[src/rtl/dds_synth_pkg.sv]
// Shared types and constants for the polyphonic DDS sine synthesizer:
// sequencer states, the quarter-wave sine table, midscale and note increments.
package dds_synth_pkg;

  typedef enum logic [1:0] {
    IDLE   = 2'd0,
    PHASE  = 2'd1,
    LOOKUP = 2'd2,
    OUT    = 2'd3
  } state_t;

  localparam logic [7:0] MIDSCALE = 8'h80;

  // Phase increments per sample for a 50 MHz clock divided by 1024, 20-bit phase
  localparam logic [19:0] NOTE_INC_C5  = 20'd11237;
  localparam logic [19:0] NOTE_INC_CS5 = 20'd11905;
  localparam logic [19:0] NOTE_INC_D5  = 20'd12613;
  localparam logic [19:0] NOTE_INC_DS5 = 20'd13363;
  localparam logic [19:0] NOTE_INC_E5  = 20'd14157;
  localparam logic [19:0] NOTE_INC_F5  = 20'd14999;
  localparam logic [19:0] NOTE_INC_FS5 = 20'd15891;
  localparam logic [19:0] NOTE_INC_G5  = 20'd16836;
  localparam logic [19:0] NOTE_INC_GS5 = 20'd17837;
  localparam logic [19:0] NOTE_INC_A5  = 20'd18898;
  localparam logic [19:0] NOTE_INC_AS5 = 20'd20022;
  localparam logic [19:0] NOTE_INC_B5  = 20'd21212;
  localparam logic [19:0] NOTE_INC_C6  = 20'd22473;

  // round(127 * sin(pi/2 * i / 64)) for i = 0..63
  localparam logic [7:0] QSINE [64] = '{
    8'd0,   8'd3,   8'd6,   8'd9,   8'd12,  8'd16,  8'd19,  8'd22,
    8'd25,  8'd28,  8'd31,  8'd34,  8'd37,  8'd40,  8'd43,  8'd46,
    8'd49,  8'd51,  8'd54,  8'd57,  8'd60,  8'd63,  8'd65,  8'd68,
    8'd71,  8'd73,  8'd76,  8'd78,  8'd81,  8'd83,  8'd85,  8'd88,
    8'd90,  8'd92,  8'd94,  8'd96,  8'd98,  8'd100, 8'd102, 8'd104,
    8'd106, 8'd107, 8'd109, 8'd111, 8'd112, 8'd113, 8'd115, 8'd116,
    8'd117, 8'd118, 8'd120, 8'd121, 8'd122, 8'd122, 8'd123, 8'd124,
    8'd125, 8'd125, 8'd126, 8'd126, 8'd126, 8'd127, 8'd127, 8'd127
  };

  function automatic logic [7:0] quarter_sine(input logic [5:0] idx);
    return QSINE[idx];
  endfunction

endpackage

[src/rtl/dds_quarter_sine_lut.sv]
// Quarter-wave sine lookup with quadrant mirroring and negation; maps the
// top 2+LUT_ADDR_W phase bits to a signed sample.
module dds_quarter_sine_lut
  import dds_synth_pkg::*;
#(
  parameter int OUT_W      = 8,
  parameter int LUT_ADDR_W = 6
) (
  input  logic [LUT_ADDR_W+1:0]    phase_top,
  output logic signed [OUT_W-1:0]  value
);

  logic [1:0]              quad_s;
  logic [LUT_ADDR_W-1:0]   idx_s;
  logic signed [OUT_W-1:0] mag_s;

  // Odd quadrants run the table backwards, the lower half-wave is negated
  always_comb begin
    quad_s = phase_top[LUT_ADDR_W+1 -: 2];
    idx_s  = phase_top[LUT_ADDR_W-1:0];
    if (quad_s[0]) begin
      idx_s = ~idx_s;
    end else begin
      idx_s = phase_top[LUT_ADDR_W-1:0];
    end
    mag_s = signed'(OUT_W'(quarter_sine(idx_s)));
    if (quad_s[1]) begin
      value = -mag_s;
    end else begin
      value = mag_s;
    end
  end

endmodule

[src/rtl/dds_poly_sine_synth.sv]
// Polyphonic DDS sine synthesizer: voices share one sine LUT in time slots and
// are mixed to one offset-binary sample. Optional envelope: DDS_SYNTH_ENVELOPE_EN.
module dds_poly_sine_synth
  import dds_synth_pkg::*;
#(
  parameter int NUM_VOICES = 4,
  parameter int OUT_W      = 8,
  parameter int PHASE_W    = 20,
  parameter int LUT_ADDR_W = 6,
  parameter int SAMPLE_DIV = 1024
) (
  input  logic                  clk,
  input  logic                  rst_n,
  input  logic                  cfg_valid,
  output logic                  cfg_ready,
  input  logic [3:0]            cfg_voice,
  input  logic [PHASE_W-1:0]    cfg_inc,
  input  logic                  cfg_gate,
  output logic [OUT_W-1:0]      sample_o,
  output logic                  sample_valid_o,
  output logic [NUM_VOICES-1:0] active_o
);

  localparam int VW    = (NUM_VOICES > 1) ? $clog2(NUM_VOICES) : 1;
  localparam int SHIFT = $clog2(NUM_VOICES);
  localparam int MIX_W = OUT_W + 4;
  localparam int DIV_W = $clog2(SAMPLE_DIV);

  if (SAMPLE_DIV < 2*NUM_VOICES+2) begin : g_bad_div
    $error("SAMPLE_DIV must be at least 2*NUM_VOICES+2");
  end
  if ((NUM_VOICES < 1) || (NUM_VOICES > 16) || ((NUM_VOICES & (NUM_VOICES-1)) != 0)) begin : g_bad_nv
    $error("NUM_VOICES must be a power of 2 in 1..16");
  end
  if ((OUT_W != 8) || (LUT_ADDR_W != 6)) begin : g_bad_lut
    $error("sine table is built for OUT_W=8, LUT_ADDR_W=6");
  end

  state_t                  state_r, state_s;
  logic [DIV_W-1:0]        div_r;
  logic [VW-1:0]           v_r;
  logic signed [MIX_W-1:0] mix_r, mix_next_s, contrib_s;
  logic [OUT_W-1:0]        sample_r, out_val_s;
  logic                    valid_r, ready_r;
  logic [PHASE_W-1:0]      inc_r   [NUM_VOICES];
  logic [PHASE_W-1:0]      phase_r [NUM_VOICES];
  logic [NUM_VOICES-1:0]   gate_r;
  logic                    tick_s, cfg_hit_s, advance_s;
  logic [VW-1:0]           cfg_sel_s;
  logic signed [OUT_W-1:0] lut_val_s;

  dds_quarter_sine_lut #(.OUT_W(OUT_W), .LUT_ADDR_W(LUT_ADDR_W)) u_lut (
    .phase_top (phase_r[v_r][PHASE_W-1 -: LUT_ADDR_W+2]),
    .value     (lut_val_s)
  );

  assign tick_s    = (div_r == DIV_W'(SAMPLE_DIV-1));
  assign cfg_hit_s = cfg_valid & ready_r & ({1'b0, cfg_voice} < 5'(NUM_VOICES));
  assign cfg_sel_s = cfg_voice[VW-1:0];

`ifdef DDS_SYNTH_ENVELOPE_EN
  logic [7:0]              env_r      [NUM_VOICES];
  logic [7:0]              env_step_s [NUM_VOICES];
  logic [NUM_VOICES-1:0]   active_r;
  logic signed [OUT_W+8:0] prod_s;

  // Linear attack/release step applied once per sample
  always_comb begin
    env_step_s = env_r;
    for (int i = 0; i < NUM_VOICES; i++) begin
      if (gate_r[i]) begin
        env_step_s[i] = (env_r[i] == 8'd255) ? 8'd255 : env_r[i] + 8'd1;
      end else begin
        env_step_s[i] = (env_r[i] == 8'd0) ? 8'd0 : env_r[i] - 8'd1;
      end
    end
  end

  assign prod_s    = lut_val_s * signed'({1'b0, env_r[v_r]});
  assign contrib_s = MIX_W'(prod_s >>> 8);
  assign advance_s = gate_r[v_r] | (env_r[v_r] != 8'd0);
  assign active_o  = active_r;
`else
  assign contrib_s = gate_r[v_r] ? MIX_W'(lut_val_s) : '0;
  assign advance_s = gate_r[v_r];
  assign active_o  = gate_r;
`endif

  assign mix_next_s = mix_r + contrib_s;
  assign out_val_s  = OUT_W'(mix_next_s >>> SHIFT) + OUT_W'(MIDSCALE);

  // Sequencer next state: one PHASE/LOOKUP pair per voice, then OUT
  always_comb begin
    state_s = state_r;
    case (state_r)
      IDLE:    if (tick_s) state_s = PHASE; else state_s = IDLE;
      PHASE:   state_s = LOOKUP;
      LOOKUP:  if (v_r == VW'(NUM_VOICES-1)) state_s = OUT; else state_s = PHASE;
      OUT:     state_s = IDLE;
      default: state_s = IDLE;
    endcase
  end

  // Divider, sequencer, mix accumulator and output registers
  always_ff @(posedge clk or negedge rst_n) begin
    if (!rst_n) begin
      div_r    <= '0;
      state_r  <= IDLE;
      v_r      <= '0;
      mix_r    <= '0;
      sample_r <= OUT_W'(MIDSCALE);
      valid_r  <= 1'b0;
      ready_r  <= 1'b1;
    end else begin
      div_r   <= tick_s ? '0 : div_r + DIV_W'(1);
      state_r <= state_s;
      valid_r <= (state_s == OUT);
      ready_r <= (state_s == IDLE);
      case (state_r)
        IDLE: begin
          if (tick_s) begin
            mix_r <= '0;
            v_r   <= '0;
          end
        end
        LOOKUP: begin
          mix_r <= mix_next_s;
          if (state_s == PHASE) v_r <= v_r + VW'(1);
        end
        default: ;
      endcase
      if (state_s == OUT) sample_r <= out_val_s;
    end
  end

  // Per-voice config, phase accumulators and (optionally) envelopes
  always_ff @(posedge clk or negedge rst_n) begin
    if (!rst_n) begin
      for (int i = 0; i < NUM_VOICES; i++) begin
        inc_r[i]   <= '0;
        phase_r[i] <= '0;
`ifdef DDS_SYNTH_ENVELOPE_EN
        env_r[i]   <= 8'd0;
`endif
      end
      gate_r <= '0;
`ifdef DDS_SYNTH_ENVELOPE_EN
      active_r <= '0;
`endif
    end else begin
      if (cfg_hit_s) begin
        inc_r[cfg_sel_s]  <= cfg_inc;
        gate_r[cfg_sel_s] <= cfg_gate;
      end
      if (state_r == PHASE) begin
        if (advance_s) phase_r[v_r] <= phase_r[v_r] + inc_r[v_r];
        else           phase_r[v_r] <= '0;
      end
`ifdef DDS_SYNTH_ENVELOPE_EN
      if (state_r == OUT) begin
        for (int i = 0; i < NUM_VOICES; i++) begin
          env_r[i]    <= env_step_s[i];
          active_r[i] <= (env_step_s[i] != 8'd0);
        end
      end
`endif
    end
  end

  assign cfg_ready      = ready_r;
  assign sample_o       = sample_r;
  assign sample_valid_o = valid_r;

endmodule

[config.mk]
export PLATFORM = sky130hd
export DESIGN_NAME = dds_poly_sine_synth
export DESIGN_NICKNAME = d
export VERILOG_FILES = /design/src/rtl/dds_synth_pkg.sv /design/src/rtl/dds_quarter_sine_lut.sv /design/src/rtl/dds_poly_sine_synth.sv
export SDC_FILE = /design/constraint.sdc
export NUM_CORES = 1
export LEC_CHECK = 0
export CORE_ASPECT_RATIO = 1.4
export CORE_MARGIN = 10
export CORE_UTILIZATION = 45
export CTS_CLUSTER_DIAMETER = 120
export DETAILED_ROUTE_END_ITERATION = 8
export MAX_ROUTING_LAYER = met4
export PLACE_DENSITY = 0.69
export SLEW_MARGIN = 10
export SYNTH_ARGS = -nofsm -noshare
export SYNTH_HDL_FRONTEND = slang
export SYNTH_HIERARCHICAL = 1
export SYNTH_SLANG_ARGS = --single-unit
[constraint.sdc]
create_clock -name clk -period 5.4 [get_ports clk]
set_input_delay 1.08 -clock clk [delete_from_list [all_inputs] [get_ports clk]]
set_output_delay 1.08 -clock clk [all_outputs]
set_load 0.05 [all_outputs]
---- Word level (Yosys, flattened, before mapping) ----
Memory sizes are Yosys's and may differ from the RTL's.
Index checks and enable logic that the tools add are counted.
W data, S select, Z words.
word-level totals
  memories ................................ 1
  output and inout port bits .............. 14
  input bits .............................. 28
  bits in registers ....................... 200
  logic and storage cells ................. 89
  bits in read-only memories .............. 512
operators by class
  equality and inequality tests ........... 9
  $add $sub $neg .......................... 6
  magnitude comparators ................... 9
  mux-type cells .......................... 32
  reduce and logical (&&, ||, !) cells .... 8
  bitwise gates (word level) .............. 8
memory list
  memory            depth  bits a word  rd ports  clocked after Yosys merged registers in  write ports  RTL line             text
  (name not given)  64     8            1         0                                        0            dds_synth_pkg.sv:42  return QSINE[idx];
operator list
  kind                     count
  $bwmux W80               2
  $mux W20                 6
  $and A80 B80 Y80         1
  $bmux W20 S2             2
  $demux W20 S2            2
  $mux W80                 1
  $not A80 Y80             1
  $mux W12                 2
  $mux W8                  3
  $pmux W12 S2             1
  $add A20 B20 Y20         1
  $add A12 B12 Y12         1
  $add A10 B1 Y10 const B  1
  $eq A10 B10 Y1 const B   1
  $mux W10                 1
  $add A8 B8 Y8 const B    1
  $eq A2 B2 Y1 const B     4
  $neg A8 Y8               1
  $pmux W2 S4              1
  $ge A7 B7 Y1 const B     1
  $not A6 Y7               1
  $ge A3 B3 Y1 const B     2
  $lt A2 B3 Y1 const B     2
  $lt A3 B1 Y1 const B     2
  other kinds (20)         31

---- Logic depth before layout (Yosys ltp) ----
Gate-level depths: netlist (run 1).
  depth after elaboration ................. 15
  mapped depth ............................ 25
  gate-level depth less buffers ........... 21

---- Cells and area by module ----
Netlist (run 1), hierarchy kept.
by module, submodules not included
  module                cells an instance  area each (um2)  instances  seq. area each (um2)
  dds_poly_sine_synth   806                9784.4           1          4957.3
  dds_quarter_sine_lut  254                1776.7           1          0.0

---- Least setup slack after synthesis (run 1) ----
No wires, ideal clock.
  path type ............................... register to register
  from .................................... register v_r[0]
  to ...................................... register mix_r[9]
  stages on the path, launching flop included .. 25
  setup slack ............................. -0.359 ns
  period minus slack after synthesis ...... 5.759 ns
  required time ........................... 5.279 ns
  setup time .............................. 0.121 ns
  path buffers ............................ 5
  data arrival time ....................... 5.638 ns
  cell sequence ........................... dfrtp_1 > buf_2 > buf_1 > mux4_2 > buf_2 > buf_2 > xor2_1 > ha_1 > clkbuf_1 > mux4_2 > o221ai_1 > o211ai_1 > ha_1 > nand2_1 > o21ai_0 > xor2_1 > and2_1 > ha_1 > nand3_1 > o2111ai_1 > nand4_1 > a21oi_1 > xor2_1 > o21ai_0 > a22o_1
between the ends
  word-level cells in the longest chain between the ends .. 15
  elaborated cells on any way between the ends .. 17
  classes of those cells .................. 2 x add/sub; 11 x mux; 3 x bitwise; 1 x memory
ends and longest elaborated chain
  element                                           RTL line                    text
  start: declaration                                dds_poly_sine_synth.sv:41   logic [VW-1:0] v_r;
  start signal: assignment                          dds_poly_sine_synth.sv:128  if (state_s == PHASE) v_r <= v_r + VW'(1);
  $not A2 Y3 (implied by the code) (*)              dds_poly_sine_synth.sv:53   .phase_top (phase_r[v_r][PHASE_W-1 -: LUT_ADDR_W+2]),
  $bmux W20 S2 (*)                                  dds_poly_sine_synth.sv:53
  $mux W20 (implied by the code) (*) (2 in series)  dds_poly_sine_synth.sv:53
  $not A6 Y6                                        dds_quarter_sine_lut.sv:22  idx_s = ~idx_s;
  $mux W6                                           dds_quarter_sine_lut.sv:21  if (quad_s[0]) begin
  $not A6 Y7 (implied by the code)                  dds_synth_pkg.sv:42
  $mem_v2 Z64 W8                                    n/a
  $mux W8 (implied by the code) (2 in series)       dds_synth_pkg.sv:42
  $neg A8 Y8                                        dds_quarter_sine_lut.sv:28  value = -mag_s;
  $mux W8 (*)                                       dds_quarter_sine_lut.sv:27  if (quad_s[1]) begin
  via lut_val_s[4]                                  dds_poly_sine_synth.sv:50   logic signed [OUT_W-1:0] lut_val_s;
  $mux W12 (*)                                      dds_poly_sine_synth.sv:84   assign contrib_s = gate_r[v_r] ? MIX_W'(lut_val_s) : '0;
  $add A12 B12 Y12 (*)                              dds_poly_sine_synth.sv:89   assign mix_next_s = mix_r + contrib_s;
  $pmux W12 S2 (*)                                  dds_poly_sine_synth.sv:119  case (state_r)
  end signal: assignment                            dds_poly_sine_synth.sv:127  mix_r <= mix_next_s;
  end: declaration                                  dds_poly_sine_synth.sv:42   logic signed [MIX_W-1:0] mix_r, mix_next_s, contrib_s;
The timed path passes the listed nets; every way through them passes the cells marked *. The select of a mux whose other input is x is not followed.
A chain may end at the register's enable or synchronous reset.

---- Worst setup path after layout (run 1) ----
  from .................................... register v_r[0]
  to ...................................... register sample_r[7] (netlist: sample_o[7])
between the ends
  word-level cells in the longest chain between the ends .. 15
  elaborated cells on any way between the ends .. 21
  classes of those cells .................. 3 x add/sub; 2 x eq/ne; 12 x mux; 3 x bitwise; 1 x memory
ends and longest elaborated chain
  element                                           RTL line                    text
  $not A2 Y3 (implied by the code) (*)              dds_poly_sine_synth.sv:53
  $bmux W20 S2 (*)                                  dds_poly_sine_synth.sv:53
  $mux W20 (implied by the code) (*) (2 in series)  dds_poly_sine_synth.sv:53
  $not A6 Y6                                        dds_quarter_sine_lut.sv:22
  $mux W6                                           dds_quarter_sine_lut.sv:21
  $not A6 Y7 (implied by the code)                  dds_synth_pkg.sv:42
  $mem_v2 Z64 W8                                    n/a
  $mux W8 (implied by the code) (2 in series)       dds_synth_pkg.sv:42
  $neg A8 Y8                                        dds_quarter_sine_lut.sv:28
  $mux W8 (*)                                       dds_quarter_sine_lut.sv:27
  via lut_val_s[4]                                  dds_poly_sine_synth.sv:50
  $mux W12 (*)                                      dds_poly_sine_synth.sv:84
  $add A12 B12 Y12 (*)                              dds_poly_sine_synth.sv:89
  $add A8 B8 Y8 (*)                                 dds_poly_sine_synth.sv:90   assign out_val_s = OUT_W'(mix_next_s >>> SHIFT) + OUT_W'(MIDSCALE);
  end signal: assignment                            dds_poly_sine_synth.sv:111  sample_r <= OUT_W'(MIDSCALE);
  end signal: assignment                            dds_poly_sine_synth.sv:132  if (state_s == OUT) sample_r <= out_val_s;
  end: declaration                                  dds_poly_sine_synth.sv:43   logic [OUT_W-1:0] sample_r, out_val_s;
Marked as above.

==> results of run 1 <==
[worst register-to-register path, stage by stage, from the launching register on]
cell and delay [ns]:
dfrtp_2 0.42, mux4_2 0.65, xor2_4 0.24, ha_1 0.32, buf_4 0.18, or3_1 0.38, a21oi_1 0.16, a2111o_1 0.11
o211ai_1 0.18, ha_2 0.27, nand2_1 0.05, o21ai_0 0.09, xor2_1 0.16, and2_1 0.15, ha_1 0.34, nand3_1 0.12
o2111ai_2 0.26, nand4_1 0.14, a21oi_1 0.18, xor2_1 0.24, buf_4 0.16, xor2_1 0.14, o21ai_1 0.07
[layout by cell type (no fill, tap or decap), drive strengths merged, types with 7 or more instances in the layout]
cell and count:
o21ai 84, ha 42, nand3 28, inv 32, dfrtp 196, clkbuf 22, nand2b 16, clkdlybuf4s50 40
nor2 35, xor2 16, nor3 13, nand2 118, o22ai 12, a21oi 29, o21a 7, a22o 37
and2 14, o211ai 9, a21o 10, nor2b 15, mux4 44, o31ai 7, xnor2 22, mux2 89
a31oi 8, buf 44, and3 15
[how the worst max path moves through the flow]
stage               slack, ns  depth (start not counted)     endpoint   start
floorplan               0.002                         23     mix_r[9]  v_r[0]
global placement         0.28                         20     mix_r[9]  v_r[0]
detailed placement       0.11                         20     mix_r[9]  v_r[0]
CTS                      0.08                         20     mix_r[9]  v_r[0]
global route            -0.02                         23  sample_o[7]  v_r[0]
finish                   0.32                         22  sample_o[7]  v_r[0]
[cells by family after synthesis]
| kind of cell | count (synthesis) | synth area share, % |
|---|---|---|
| mux | 138 | 17.7 |
| buf+inv | 99 | 3.90 |
| compound gates | 258 | 15.7 |
| xor+xnor | 38 | 2.88 |
| fa+ha+maj | 44 | 4.89 |
| flops | 198 | 42.9 |
| simple gates | 285 | 12.1 |
[registers in the layout, summed over array words and instances, names as in the netlist]
signal          cells
phase_r            80
v_r                 2
mix_r              10
sample_o            8
div_r              10
cfg_ready           1
sample_valid_o      1
inc_r              80
state_r             2
active_o            4
[layout make-up]
| cell class | count | area share, % |
|---|---|---|
| clock buffer | 21 | 3.53 |
| multi-input combinational | 763 | 47.8 |
| sequential | 198 | 38.0 |
| clock inverter | 11 | 0.958 |
| inverter | 30 | 0.863 |
| timing repair buffer | 85 | 5.83 |
| tap | 319 | 3.06 |
[stage by stage]
stage	cells	power [uW]	setup TNS, ns	utilization, %
finish	1427	3470	0	51.4
global route	1427	3610	-0.0242	51.4
CTS	1416	3500	0	50.8
detailed placement	1384	2220	0	48.5
global placement	1384	2200	0	48.5
floorplan	1060	2050	0	-
[layer usage]
metal	part of all wire, %	routed length, um
met5	0	0
met4	3.9	1090
met3	3.1	850
met2	53	14700
met1	40	11100
[report_power, final]
group	switching, uW	internal, uW	leakage [uW]
registers	68.7	1630	0.00260
logic	255	241	0.00289
clock network	570	709	0.000284
total	893	2580	0.00577
[what timing repair did]
action,CTS,global route
gates resized for setup,0,11
endpoints found under the setup margin,0,5
buffers inserted,0,11
==> results.md, run 1 <==
* MaxCap Viol Count at 0
* Vias per inst at a little under 6
* GRT Overall Usage at approximately 18%
* Core area at around 25000 um^2
* Final WS setup at around 0.32 ns
* Fin crit share at around 94%
* Top_reg_cell synth: dfrtp_1
* Worst R2R Path Depth at 22
* Die height at 210 um
* Drt wl/cell at 19.4 um
* FF-to-FF Start: v_r[0]
* Clk_skew at 0.0167 ns
* TritonCTS clock tree: yes
* Reg2reg end: sample_o[7]
* Worst Hold End: sample_o[7]
* Layout cells sized above 1 at between 20% and 30%
* Critical Path, Cell by Cell: mux4_2 > xor2_4 > ha_1 > buf_4 > or3_1 > a21oi_1 > a2111o_1 > o211ai_1 > ha_2 > nand2_1 > o21ai_0 > xor2_1 > and2_1 > ha_1 > nand3_1 > o2111ai_2 > nand4_1 > a21oi_1 > xor2_1 > buf_4 > xor2_1 > o21ai_1
* Crit. End Element: flop
* Clock latency on the worst-skew pair at 0.45 ns
* RD Place Congestion at 0.932
* GR peak layer: met2
* Initial Utilization at between 40% and 50%
* Final min period at about 5 ns
* FF/Latch Area at between 4000 and 5000 um^2
* I/O Pins at between 40 and 50
* Place WS at ~0.11 ns
* Layout fillers at about 2300
* VDD IR max at between 0.3 and 0.4 mV
* Yosys cell types at 84
* Mean Syn Cell Area at 10.9 um^2
* Initial antenna violation count at 0
* Max Buffers Root-to-Sink at 2
* Synth Instances at between 1000 and 1500
* Cell Rows at between 60 and 70
* Top cells by area, synth: dfrtp_1 42%, mux2_2 8.7%, mux4_2 8.6%, ha_1 4.5%, nand2_1 3.8%
* R2R Setup Slk at 0.32 ns
* Top delay family on crit path: compound AO/OA/AOI/OAI gates
* CP Max Fanout at 11
* Hold Slack at between 0.4 and 0.5 ns
* CTS buffer count at 17
* Vias at about 8500
* WP buf/inv at 2
* Max Slew Vio Count at 0
* Clock transition at path regs at 0.07 ns
* WL final at about 28000 um
* Yosys top cell area share at 42.4%
* PwrDens at 266 nW/um^2
* Final Hold Violating Endpoints at 0
* Worst Tran Pin Value at 1.24 ns
* Type of the worst setup path: reg -> reg
* Rel. slew slack at around 17%
* Slowest cell on crit path: mux4_2
* Footprint of the multi-input gates at between 6000 and 7000 um^2
* Register area share after synthesis at between 40% and 50%
* Port bufs at 41
* Initial drt markers at 674
* HP Class: reg -> reg
* Cell types with the highest counts after synthesis: 196 x dfrtp_1, 118 x nand2_1, 89 x mux2_2, 76 x o21ai_0, 44 x mux4_2
* Fmax at ~200 MHz
* Worst EP arrival at 5.44 ns
* Leak Pwr at 0.00577 uW
* DR pass1 iterations at 6
* Hold_sp: sample_o[7]
* Number of synthesized flops with an enable pin at 0
* Die extent in x at 155 um
* DRC viols at 0
* Most frequent cell after synthesis: dfrtp_1
* WHS Path Cells at 2
* Final setup fails at 0
* CP startpoint kind: flop
* Slowest stage delay, CP at around 0.65 ns
* Root buffer cell: clkbuf_16
* Synthesized net count at 1132
* Fin nets at 1167
* P&R area growth vs syn at 12.9%
* GR met2 Demand/Resource at 30.4%
* Met3 global-route usage at roughly 2.3%
* CTS Hold Bufs at 0
* Routed Antenna Nets at 0
* Yosys reg bits at 198
* H-Tree Depth at 4
* Post-DP HPWL at around 20000 um
* Largest net degree at the start of global routing at ~130
* Syn Std Cell Area at 11600 um^2
* Yosys top cell by area: dfrtp_1
* Status: finished clean
* Final instance area at 13100 um^2
* Critical path required time at 5.76 ns
* Post-DP Area at around 12000 um^2
* Met1 Usage GRT at about a fifth
* # diodes at 0
* Vias in the first global route at approximately 8900
* Crit-path most repeated cell: xor2_1
* Post-synthesis async set-or-reset flop share at 100%
* Die Area at approximately 33000 um^2
* Syn. warnings at 6
* CTS sink count at slightly below 200
* First-pass GRT wire length at approximately 46000 um
* GRT overflow at 0
(Power assumes the default switching activity.)
==> run 2: changes to the inputs <==
--- a/config.mk
+++ b/config.mk
@@ -5,8 +5,9 @@
 export SDC_FILE = /design/constraint.sdc
 export NUM_CORES = 1
 export LEC_CHECK = 0
+export ABC_AREA = 1
 export CORE_ASPECT_RATIO = 1.4
-export CORE_MARGIN = 10
+export CORE_MARGIN = 5
 export CORE_UTILIZATION = 45
 export CTS_CLUSTER_DIAMETER = 120
 export DETAILED_ROUTE_END_ITERATION = 8
==> run 2 against run 1 <==
  * Non-clock buffer count fell by 24
  * Total power down 0.95%
  * Sequential power about the same
  * Count of clock-buffer cells in the layout fell by 4
  * Critical path type unchanged
  * Global-route usage up 4.1 points
  * Clock skew decreased by 0.0064 ns
==> results.md, run 2 <==
* I/O Pins at 42
* CTS buffer count at 17
* WHS Path Cells at 2
* Worst R2R Path Depth at 29
* Vias in the first global route at 9724
* CTS Hold Bufs at 0
* Register area share after synthesis at between 40% and 50%
* Top delay family on crit path: simple AND/OR/NAND/NOR gates
* Commonest non-fill, non-tap cell in the layout: nand2_1
* TritonCTS clock tree: yes
* Syn. warnings at 6
* Layout cells sized above 1 at around 7.7%
* Cell Rows at 68
* Worst Tran Pin Value at approximately 0.96 ns
* Reg2reg end: mix_r[9]
* Regs by FF count: inc_r (80), phase_r (80)
* WP depth at 29
* Root buffer cell: clkbuf_16
* Final min period at between 4 and 5 ns
* DRC viols at 0
* Routed Antenna Nets at 0
* Die extent in x at ~140 um
* Fin Setup TNS at 0 ns
* Leak Pwr at 0.00643 uW
* Slowest stage delay, CP at 0.60 ns
* MaxCap Viol Count at 0
* VDD IR max at roughly 0.24 mV
* Tot Pwr at between 3000 and 4000 uW
* Vias at approximately 10000
* CP startpoint kind: flop
* Hold_sp: sample_o[7]
* Worst EP arrival at approximately 5.2 ns
* Setup bufs post-CTS at 0
* Largest net degree at the start of global routing at 114
* Vias per inst at around 5.4
* Port bufs at ~40
* Clock latency on the worst-skew pair at 0.45 ns
* Hold Slack at approximately 0.48 ns
* Status: finished clean
* Yosys top cell area share at between 40% and 50%
* Most frequent cell after synthesis: nand2_1
* PwrDens at around 270 nW/um^2
* Mean Syn Cell Area at approximately 7.6 um^2
* Initial drt markers at 680
* Clock transition at path regs at approximately 0.08 ns
* GRT Overall Usage at a little over a fifth
* RSZ-0062 raised after global routing: false
* DR pass1 iterations at 6
* Cell types with the highest counts after synthesis: 446 x nand2_1, 201 x o21ai_0, 196 x dfrtp_1, 123 x nor2_1, 98 x inv_1
* Initial Utilization at about 46%
* RD Place Congestion at 0.958
* Crit. End Element: flop
* Commonest non-fill, non-tap cells in the layout: 446 x nand2_1, 201 x o21ai_0, 195 x dfrtp_1
* WP buf/inv at 5
* Drt wl/cell at around 16 um
* CTS sink count at 198
* Number of synthesized flops with an enable pin at 0
* Max Slew Vio Count at 0
* Die Area at between 20000 and 30000 um^2
* Slowest cell on crit path: o22ai_1
* Final setup fails at 0
* First-pass GRT wire length at 48500 um
* Die height at about 200 um
* R2R Setup Slk at a little under 0.6 ns
* Core area at between 20000 and 25000 um^2
* Initial antenna violation count at 0
* Post-DP HPWL at ~21000 um
* Max Buffers Root-to-Sink at 2
* Clk_skew at ~0.010 ns
* Yosys top cell by area: dfrtp_1
* Post-synthesis async set-or-reset flop share at 100%
* Crit-path most repeated cell: nand2_1
* # diodes at 0
* Synthesized net count at 1569
* Syn Std Cell Area at about 11000 um^2
* HP Class: reg -> reg
* Type of the worst setup path: reg -> reg
* FF-to-FF Start: v_r[0]
* Top_reg_cell synth: dfrtp_1
* GRT overflow at 0
* CP Max Fanout at 44
* Final Hold Violating Endpoints at 0
* Worst Hold End: sample_o[7]
* Yosys reg bits at between 150 and 200
* WL final at about 29000 um
* CTS resizes at 0
* Yosys cell types at 47
* Top cells by area, synth: dfrtp_1 43%, nand2_1 15%, o21ai_0 8.9%, ha_1 4.6%, nor2_1 4.1%
* Synth Instances at ~1500
* Rel. slew slack at a little over a third
* Fmax at between 200 and 250 MHz
* Critical path required time at 5.74 ns
* Fin crit share at between 80% and 90%
* Fin nets at 1583
* H-Tree Depth at 4
* P&R area growth vs syn at 11.1%
==> run 2: changes by cell type after synthesis, moves of 22 or more <==
cell,before,now
nand3_1,28,77
o21ai_1,8,52
a22o_1,37,0
o22ai_1,11,38
o21ai_0,76,201
mux2_2,89,0
mux4_2,44,0
nand2_1,118,446
inv_1,29,98
nor2_1,35,123
nand4_1,1,23
==> run 2: cell type report <==
type	instances	area (um^2)
multi-input cells	1117	5610
flip-flops and latches	198	4960
clock buffers	17	425
inverters	116	443
repair buffers	61	577
clock inverters	15	205
fillers	2381	12100
well taps	315	394
==> run 2: logic make-up after synthesis <==
logic type	Yosys count	share of synthesized area [%]
fa+ha+maj	44	4.98
xor+xnor	17	1.74
simple gates	717	27.0
compound gates	339	15.7
buf+inv	182	6.99
flops	198	43.7
==> run 2: layer usage <==
metal | global-route usage, % | wire length (um) | part of all wire [%]
met5 | - | 0 | 0
met4 | 7.74 | 843 | 2.9
met3 | 2.83 | 921 | 3.1
met2 | 38.2 | 15700 | 53
met1 | 25.8 | 12000 | 41
==> run 2: metrics by stage <==
step / area [um^2] / std cells / utilization, % / worst slack, ns
2_1_floorplan: 11400 / 1497 / - / 0.957
3_3_place_gp: 12000 / 1807 / 48.4 / 0.707
3_5_place_dp: 12000 / 1807 / 48.4 / 0.620
4_1_cts: 12600 / 1839 / 50.9 / 0.633
5_1_grt: 12600 / 1839 / 50.9 / 0.0613
6_report: 12600 / 1839 / 50.9 / 0.584
==> run 2: worst max path at each step <==
stage | endpoint | startpoint
after floorplan | mix_r[9] | v_r[1]
after global placement | mix_r[9] | v_r[0]
after detailed placement | mix_r[9] | v_r[0]
after CTS | mix_r[9] | v_r[0]
after global routing | sample_o[5] | v_r[0]
final | mix_r[9] | v_r[0]
==> run 2: worst reg2reg max path: cells and delay by family (launching register included) <==
| kind | cells | cell delay [ns] |
|---|---|---|
| AND/OR/NAND/NOR | 16 | 1.57 |
| AO/OA/AOI/OAI | 6 | 1.37 |
| buffers and inverters | 5 | 0.73 |
| flip-flops | 1 | 0.56 |
| adder cells (fa/ha/maj) | 2 | 0.51 |
==> run 2: power by group <==
group	leakage, uW	switching, uW	total (uW)	internal [uW]
Sequential	0.00264	69.5	1680	1610
Combinational	0.00349	272	416	143
Clock	0.000305	632	1340	712
Total	0.00643	973	3440	2470
